## config.mk

```make
export PLATFORM = sky130hd
export DESIGN_NAME = fb_fill_ctrl_flat
export DESIGN_NICKNAME = d
export VERILOG_FILES = /design/src/rtl/fb_fill_ctrl_if.sv /design/src/rtl/fb_fill_ctrl.sv /design/src/flat_wrapper.sv
export SDC_FILE = /design/constraint.sdc
export NUM_CORES = 1
export LEC_CHECK = 0
export CAP_MARGIN = 25
export CORE_ASPECT_RATIO = 0.5
export CORE_MARGIN = 8
export CORE_UTILIZATION = 53
export CTS_BUF_LIST = sky130_fd_sc_hd__clkbuf_8
export DETAILED_ROUTE_END_ITERATION = 16
export PLACE_DENSITY = 0.94
export SKIP_CTS_REPAIR_TIMING = 1
export SLEW_MARGIN = 20
export SYNTH_ARGS = -nofsm -noshare
export SYNTH_HDL_FRONTEND = slang
export SYNTH_SLANG_ARGS = --single-unit
```

## constraint.sdc

```tcl
create_clock -name clock -period 3.1 [get_ports clock]
set_input_delay 0.62 -clock clock [delete_from_list [all_inputs] [get_ports clock]]
set_output_delay 0.62 -clock clock [all_outputs]
set_load 0.005 [all_outputs]
```

## src/rtl/fb_fill_ctrl_if.sv

```systemverilog
// CPU data-bus connection for the framebuffer fill controller.
interface fb_fill_ctrl_if;
  logic        sel;
  logic        we;
  logic [31:0] addr;
  logic [31:0] din;
  logic [31:0] dout;

  modport master (output sel, we, addr, din, input dout);
  modport slave  (input sel, we, addr, din, output dout);
endinterface

```

## src/rtl/fb_fill_ctrl.sv

```systemverilog
// Framebuffer write controller: CPU pixel stores pass through, and a
// register-programmed engine fills rectangles one pixel per cycle when the port is free.
module fb_fill_ctrl #(
  parameter int unsigned FB_W = 640,
  parameter int unsigned FB_H = 480
) (
  input  logic                clock,
  input  logic                reset,
  fb_fill_ctrl_if.slave       bus,
  output logic                fb_sel,
  output logic                fb_we,
  output logic [31:0]         fb_addr,
  output logic [31:0]         fb_din,
  output logic                busy
);

  typedef enum logic {IDLE, FILL} state_t;

  localparam logic [11:0] FB_W_L = 12'(FB_W);
  localparam logic [11:0] FB_H_L = 12'(FB_H);

  state_t state, state_nxt;

  logic [9:0]  x0_q, w_q;
  logic [8:0]  y0_q, h_q;
  logic [5:0]  color_q;
  logic        done_q;

  logic [10:0] wx0, x_end, y_end, cx, cy;
  logic [5:0]  wcolor;

  logic        cpu_store, reg_wr, reg_rd, pix_rd;
  logic [2:0]  idx;
  logic        start_req, clr_req, empty, step, last_px, on_screen;

  assign idx       = bus.addr[4:2];
  assign cpu_store = bus.sel &  bus.we & ~bus.addr[20];
  assign reg_wr    = bus.sel &  bus.we &  bus.addr[20];
  assign reg_rd    = bus.sel & ~bus.we &  bus.addr[20];
  assign pix_rd    = bus.sel & ~bus.we & ~bus.addr[20];
  assign start_req = reg_wr && (idx == 3'd5) && bus.din[0];
  assign clr_req   = reg_wr && (idx == 3'd5) && bus.din[1];
  assign empty     = (w_q == '0) || (h_q == '0);
  assign step      = (state == FILL) && !cpu_store;
  assign last_px   = (cx == x_end) && (cy == y_end);
  // 11-bit counters: anything beyond the 10/9-bit address fields is off-screen
  assign on_screen = ({1'b0, cx} < FB_W_L) && ({1'b0, cy} < FB_H_L)
                     && !cx[10] && (cy[10:9] == 2'b00);

  // State register
  always_ff @(posedge clock or negedge reset) begin
    if (!reset) state <= IDLE;
    else        state <= state_nxt;
  end

  // Next-state logic
  always_comb begin
    state_nxt = state;
    unique case (state)
      IDLE: if (start_req && !empty) state_nxt = FILL;
      FILL: if (step && last_px)     state_nxt = IDLE;
      default: state_nxt = IDLE;
    endcase
  end

  // Output logic: CPU stores always own the port
  always_comb begin
    fb_sel  = 1'b0;
    fb_we   = 1'b0;
    fb_addr = '0;
    fb_din  = '0;
    busy    = (state == FILL);
    if (cpu_store) begin
      fb_sel  = 1'b1;
      fb_we   = 1'b1;
      fb_addr = bus.addr;
      fb_din  = bus.din;
    end else if (state == FILL && on_screen) begin
      fb_sel  = 1'b1;
      fb_we   = 1'b1;
      fb_addr = {13'b0, cx[9:0], cy[8:0]};
      fb_din  = {26'b0, wcolor};
    end
  end

  // Config registers, working copies, counters, done flag and read data
  always_ff @(posedge clock or negedge reset) begin
    if (!reset) begin
      x0_q     <= '0;
      y0_q     <= '0;
      w_q      <= '0;
      h_q      <= '0;
      color_q  <= '0;
      done_q   <= 1'b0;
      wx0      <= '0;
      x_end    <= '0;
      y_end    <= '0;
      cx       <= '0;
      cy       <= '0;
      wcolor   <= '0;
      bus.dout <= '0;
    end else begin
      if (reg_wr) begin
        unique case (idx)
          3'd0:    x0_q    <= bus.din[9:0];
          3'd1:    y0_q    <= bus.din[8:0];
          3'd2:    w_q     <= bus.din[9:0];
          3'd3:    h_q     <= bus.din[8:0];
          3'd4:    color_q <= bus.din[5:0];
          default: ;
        endcase
      end

      // A start while idle beats a simultaneous clear; completion beats a clear
      if (state == IDLE && start_req) done_q <= empty;
      else if (step && last_px)       done_q <= 1'b1;
      else if (clr_req)               done_q <= 1'b0;

      if (state == IDLE && start_req && !empty) begin
        wx0    <= {1'b0, x0_q};
        x_end  <= {1'b0, x0_q} + {1'b0, w_q} - 11'd1;
        y_end  <= {2'b0, y0_q} + {2'b0, h_q} - 11'd1;
        cx     <= {1'b0, x0_q};
        cy     <= {2'b0, y0_q};
        wcolor <= color_q;
      end else if (step) begin
        if (cx == x_end) begin
          cx <= wx0;
          cy <= cy + 11'd1;
        end else begin
          cx <= cx + 11'd1;
        end
      end

      if (reg_rd) begin
        unique case (idx)
          3'd0:    bus.dout <= {22'b0, x0_q};
          3'd1:    bus.dout <= {23'b0, y0_q};
          3'd2:    bus.dout <= {22'b0, w_q};
          3'd3:    bus.dout <= {23'b0, h_q};
          3'd4:    bus.dout <= {26'b0, color_q};
          3'd5:    bus.dout <= {30'b0, done_q, busy};
          default: bus.dout <= '0;
        endcase
      end else if (pix_rd) begin
        bus.dout <= '0;
      end
    end
  end

endmodule

```

## src/flat_wrapper.sv

```systemverilog
// flat-port wrapper written by rule: the top's interface ports become plain ports
module fb_fill_ctrl_flat 
#(
  parameter int unsigned FB_W = 640,
  parameter int unsigned FB_H = 480
)
  (clock, reset, fb_sel, fb_we, fb_addr, fb_din, busy, bus_sel, bus_we, bus_addr, bus_din, bus_dout);
  fb_fill_ctrl_if bus_i ();
  input  logic clock;
  input  logic reset;
  output logic fb_sel;
  output logic fb_we;
  output logic [31:0] fb_addr;
  output logic [31:0] fb_din;
  output logic busy;
  input wire logic [$bits(bus_i.sel)-1:0] bus_sel;
  input wire logic [$bits(bus_i.we)-1:0] bus_we;
  input wire logic [$bits(bus_i.addr)-1:0] bus_addr;
  input wire logic [$bits(bus_i.din)-1:0] bus_din;
  output wire logic [$bits(bus_i.dout)-1:0] bus_dout;
  assign bus_i.sel = bus_sel;
  assign bus_i.we = bus_we;
  assign bus_i.addr = bus_addr;
  assign bus_i.din = bus_din;
  assign bus_dout = bus_i.dout;
  fb_fill_ctrl #(.FB_W(FB_W), .FB_H(FB_H)) u_core (.clock(clock), .reset(reset), .bus(bus_i), .fb_sel(fb_sel), .fb_we(fb_we), .fb_addr(fb_addr), .fb_din(fb_din), .busy(busy));
endmodule
```

**Yosys cells after proc, flatten, opt, wreduce, memory -nomap -nowiden**

Cells that the tools add are included.

- Bits in registers: 138
- Bits in latches: 0
- RAM bits: 0
- ROM bits: 0
- Input port bits: 68
- Output and inout bits: 99
- Word-level logic and storage cells: 90
- Memories kept: 0

- Add/subtract/negate cells: 6
- Multiply operators: 0
- Divide/modulo/power cells: 0
- $lt $le $gt $ge: 2
- Equal/unequal tests: 7
- Shift-type cells: 0
- Muxes and demuxes: 21
- Bitwise logic cells: 9
- Reductions and logical operators: 31

Operators by type and width:

| operator | count |
|---|---|
| $mux W32 | 4 |
| $mux W11 | 6 |
| $pmux W10 S6 | 1 |
| $add A11 B1 Y11 const B | 2 |
| $eq A11 B11 Y1 | 2 |
| $sub A11 B1 Y11 const B | 2 |
| $mux W19 | 1 |
| $logic_and A1 B1 Y1 | 13 |
| $reduce_and A2 Y1 | 6 |
| $add A10 B10 Y11 | 1 |
| $lt A11 B10 Y1 const B | 1 |
| $lt A11 B9 Y1 const B | 1 |
| $add A9 B9 Y10 | 1 |
| $logic_not A10 Y1 | 1 |
| $logic_not A9 Y1 | 1 |
| $mux W1 | 7 |
| $and A1 B1 Y1 | 6 |
| $eq A3 B2 Y1 const B | 2 |
| $eq A3 B3 Y1 const B | 2 |
| $mux W6 | 1 |
| $reduce_bool A2 Y1 | 3 |
| $eq A3 B1 Y1 const B | 1 |
| $logic_not A1 Y1 | 3 |
| $logic_not A3 Y1 | 1 |
| 5 further kinds | 7 |

**Longest topological paths before layout**

- Depth after elaboration: 8
- Mapped depth: 12
- Depth with buffers taken out: 12

**Worst setup path after synthesis**

No wires, ideal clock.

- Path type: flip-flop to flip-flop
- Start point: register u_core.h_q[0]
- End point: register u_core.y_end[8]
- Library setup time: 0.095 ns
- Arrival: 2.405 ns
- Data required time: 3.005 ns
- Setup slack: 0.600 ns
- Cell stages (with the launch flop): 10
- Path buffers: 0
- Clock period less this slack: 2.500 ns
- Cell sequence: dfrtp_1 ha_1 inv_1 fa_1 nand2b_1 a21o_1 a211oi_1 nand4_1 o31a_1 o31ai_1

- Word-level cells in the longest chain between the ends: 4
- Elaborated cells on any way between the ends: 6
- Classes of those cells: add/sub (2); reduce/logical (4)

Ends and longest elaborated chain:

| element | line | text |
|---|---|---|
| start, declared | fb_fill_ctrl.sv:25 | `logic [8:0] y0_q, h_q;` |
| start signal, assigned | fb_fill_ctrl.sv:108 | `3'd3: h_q <= bus.din[8:0];` |
| branches (longest 4 deep; another with $sub A11 B1 Y11) | - |  |
| end signal, assigned | fb_fill_ctrl.sv:122 | `y_end <= {2'b0, y0_q} + {2'b0, h_q} - 11'd1;` |
| end, declared | fb_fill_ctrl.sv:29 | `logic [10:0] wx0, x_end, y_end, cx, cy;` |

Several ways; the timed one is not identified.
A chain may end at the register's enable or synchronous reset.

**Worst setup path after layout**

- Start point: input bus_addr[20]
- End point: output fb_addr[9]

- Word-level cells in the longest chain between the ends: 3

Ends and longest elaborated chain:

| element | line | text |
|---|---|---|
| start, declared | flat_wrapper.sv:18 | `input wire logic [$bits(bus_i.addr)-1:0] bus_addr;` |
| $not A1 Y1 | fb_fill_ctrl.sv:37 | `assign cpu_store = bus.sel & bus.we & ~bus.addr[20];` |
| $and A1 B1 Y1 | fb_fill_ctrl.sv:37 |  |
| $mux W32 | fb_fill_ctrl.sv:73 | `if (cpu_store) begin` |
| end, declared | flat_wrapper.sv:13 | `output logic [31:0] fb_addr;` |

No other way between the ends.

==> results.txt <==
The leakage power is 4.31 nW. After synthesis, the cell types taking the most area are sky130_fd_sc_hd__dfrtp_1 (38%), sky130_fd_sc_hd__nand2_1 (8.5%), sky130_fd_sc_hd__o21ai_0 (6.6%). The global route total overflow is 0.

CTS placed an instance of sky130_fd_sc_hd__clkbuf_8 at the clock tree root. The setup path with the least slack is of type in -> out. The placed cell area is 0.00925 mm². The arrival time of data at the critical path endpoint is 2400 ps. Clock latency on the worst-skew pair, taken at its later pin, is 450 ps. By count the netlist is led by sky130_fd_sc_hd__nand2_1 (172), sky130_fd_sc_hd__dfrtp_1 (116), sky130_fd_sc_hd__o21ai_0 (100). The total count of hold-check failures in the final report is 0. The number of sinks driven by the clock tree is 116. The flow ran to the end, and the final reports show no timing, DRC or antenna violations. At the pin with the least slew margin, the transition time is about 700 ps. The floorplan step defined a die boundary enclosing 0.0186 mm². The timing-limited maximum frequency is 331 MHz.

The period utilization is 0.974. The via count of the first global-routing pass came out at around 7,300. In this run the power density over the cells is about 660 mW/mm².

For this block, the initial DRC count from the detailed router was between 1,000 and 1,500. STA classifies the critical path startpoint as a primary input. The largest driver fanout on the critical path is 11. The number of distinct library cells after synthesis is 64. Counting flops with a built-in enable in the synthesized netlist gives 0.

The worst hold margin is 132 ps. The HPWL after detailed placement is around 19,000 µm. The number of max-slew violations in the final report was 0.

The count of nets left with antenna violations after detail routing is 0. The via count of the routed design came out at roughly 7,500. The number of detailed-routing iterations run before antenna repair is 9. Adding up every negative setup slack in the final design gives 0 ps. The average routed wire per standard cell is around 21 µm. The area growth from synthesis to layout came out at 28.3%.

TritonCTS built the clock tree. Measured against its own limit, the worst slew margin works out to 0.533. The count of mapped cells out of synthesis is between 800 and 900. The peak ir drop on the vdd network came out at 0.345 mV. The chip height is between 100 and 150 µm. The total global routing track utilization is 0.277. The shortest clock period the worst path allows after layout came out at 3020 ps. The maximum clock insertion buffer count is 2. The number of warnings reported in the yosys synthesis log is 0. The completed layout was analyzed and its total power is roughly 6.4 mW. The worst setup path is captured at an output pin. The synthesized design spends more area on one cell type than any other, namely sky130_fd_sc_hd__dfrtp_1. After the last flow step, the layout net total stands at 1,126. Row generation in the floorplan step produced 30 rows. The setup check on the worst reg-to-reg path leaves a slack of between 200 and 250 ps. The global-route wire length before repair came out at 40,000 µm. The average size of a mapped cell is 8.60 µm². The repair_antennas step left the layout with diodes totalling 0.

The most repeated cell in the gate-level netlist after synthesis is sky130_fd_sc_hd__nand2_1. Across the routed clock network, the largest skew measured is 12.9 ps. In the final layout, the share of cells above drive strength 1 is 0.110. The width of the die is 185 µm. OpenSTA, run right after detailed placement, puts the worst setup slack at 114 ps. The share of the synthesized area in the top cell type is 0.384. The count of buffers from port buffering is 143.

Once routing completed, OpenROAD measured the worst setup slack at 80.1 ps. The largest net degree at the start of global routing came out at roughly 70. The async set or reset register ratio after synthesis is 1.00. The final weighted congestion in routability-driven placement is 0.952. The via-per-instance ratio is 6.08.

The register clock-pin slew on the reported worst setup and hold paths came out at 70 ps. After routing the design area is 0.00970 mm². The initial antenna violation count is 0.

The count of pins on the block boundary is 167. The DRC violation count after routing is 0. The count of state elements after synthesis is roughly 120. The max-capacitance violation count is 0. In this run the worst hold path is classified as in -> async. The mapped netlist covers 0.00756 mm².

The starting utilization of the core area is 0.550. The portion of the post-synthesis area used by sequential elements came out at 0.384. After floorplanning, the core was sized to cover 0.0137 mm².

The H-tree depth reported by CTS came out at 4. The required time of the critical path is 2480 ps. The wire length reported by the detailed router came out at 26,300 µm. The number of clock buffers inserted by TritonCTS is 17.

The most used flip-flop cell after synthesis is sky130_fd_sc_hd__dfrtp_1. The count of final setup violators came out at 0.
flip-flops by register name (all words and copies together) (netlist names):
register         flops
u_core.cx           11
u_core.cy           11
u_core.x_end        11
u_core.y_end        11
u_core.bus.dout     10
u_core.w_q          10
u_core.wx0          10
u_core.x0_q         10
u_core.h_q           9
u_core.y0_q          9
u_core.color_q       6
u_core.wcolor        6
u_core.busy          1
u_core.done_q        1
cell type report:
type,instances,area (µm²)
Clock buffer,20,275
Timing Repair Buffer,175,1720
Inverter,53,199
Multi-Input combinational cell,662,4200
Clock inverter,12,160
Fill cell,932,4040
Tap cell,192,240
Sequential cell,116,2900
critical path, cell delays in order:
cell and delay, ps:
sky130_fd_sc_hd__clkdlybuf4s50_1 580, sky130_fd_sc_hd__nand3b_4 230, sky130_fd_sc_hd__buf_4 200, sky130_fd_sc_hd__nand2_1 60, sky130_fd_sc_hd__o21ai_0 170, sky130_fd_sc_hd__clkdlybuf4s50_1 530
metal layers:
| layer | GRT usage | up-vias | routed length [µm] |
|---|---|---|---|
| met4 | 0.105 | 2 | 961 |
| met3 | 0.0851 | 112 | 3180 |
| met5 | 0 | - | 48 |
| met2 | 0.456 | 545 | 12000 |
| met1 | 0.337 | 3543 | 10100 |
| li1 | - | 3278 | - |
stage by stage:
stage | std cells | utilization
after floorplan | 901 | -
after global placement | 1198 | 0.673
after detailed placement | 1198 | 0.673
after CTS | 1230 | 0.705
after global routing | 1230 | 0.706
final | 1230 | 0.706
power breakdown:
part	switching (mW)	total [mW]	internal (mW)	leakage, nW
registers	0.470	2.31	1.84	1.48
logic	1.39	2.57	1.18	2.60
clock network	0.635	1.56	0.927	0.231
cell families after synthesis:
group | share of synthesized area
AO/OA/AOI/OAI | 0.145
adder cells (fa/ha/maj) | 0.0566
AND/OR/NAND/NOR | 0.214
multiplexers | 0.0752
buffers and inverters | 0.0747
flip-flops | 0.384
other | 0.000496
XOR/XNOR | 0.0498
cell usage in the layout, fill, tap and decap left out, types with 9 or more instances in the layout:
cell,count
sky130_fd_sc_hd__a21oi_1,17
sky130_fd_sc_hd__and2_1,39
sky130_fd_sc_hd__buf_4,29
sky130_fd_sc_hd__clkbuf_8,20
sky130_fd_sc_hd__clkdlybuf4s50_1,141
sky130_fd_sc_hd__conb_1,23
sky130_fd_sc_hd__dfrtp_1,115
sky130_fd_sc_hd__ha_1,31
sky130_fd_sc_hd__inv_1,55
sky130_fd_sc_hd__mux2_2,32
sky130_fd_sc_hd__nand2_1,172
sky130_fd_sc_hd__nand3_1,14
sky130_fd_sc_hd__nand4_1,14
sky130_fd_sc_hd__nor2_1,31
sky130_fd_sc_hd__nor3_1,11
sky130_fd_sc_hd__nor4_1,9
sky130_fd_sc_hd__o21ai_0,100
sky130_fd_sc_hd__o31ai_1,11
sky130_fd_sc_hd__xnor2_1,23
sky130_fd_sc_hd__xor2_1,20
final timing paths:
kind / to / from / cells after the start
setup / recovery: fb_addr[9] / bus_addr[20] / 6
hold / removal: u_core.y_end[8] / reset / 1
setup reg to reg: u_core.y_end[9] / u_core.h_q[1] / 7
hold reg to reg: u_core.wx0[2] / u_core.wx0[2] / 2
max in group asynchronous: u_core.busy / reset / 2
min in group clock: u_core.wx0[2] / u_core.wx0[2] / 2
No activity file was read; power rests on OpenSTA's default activity.
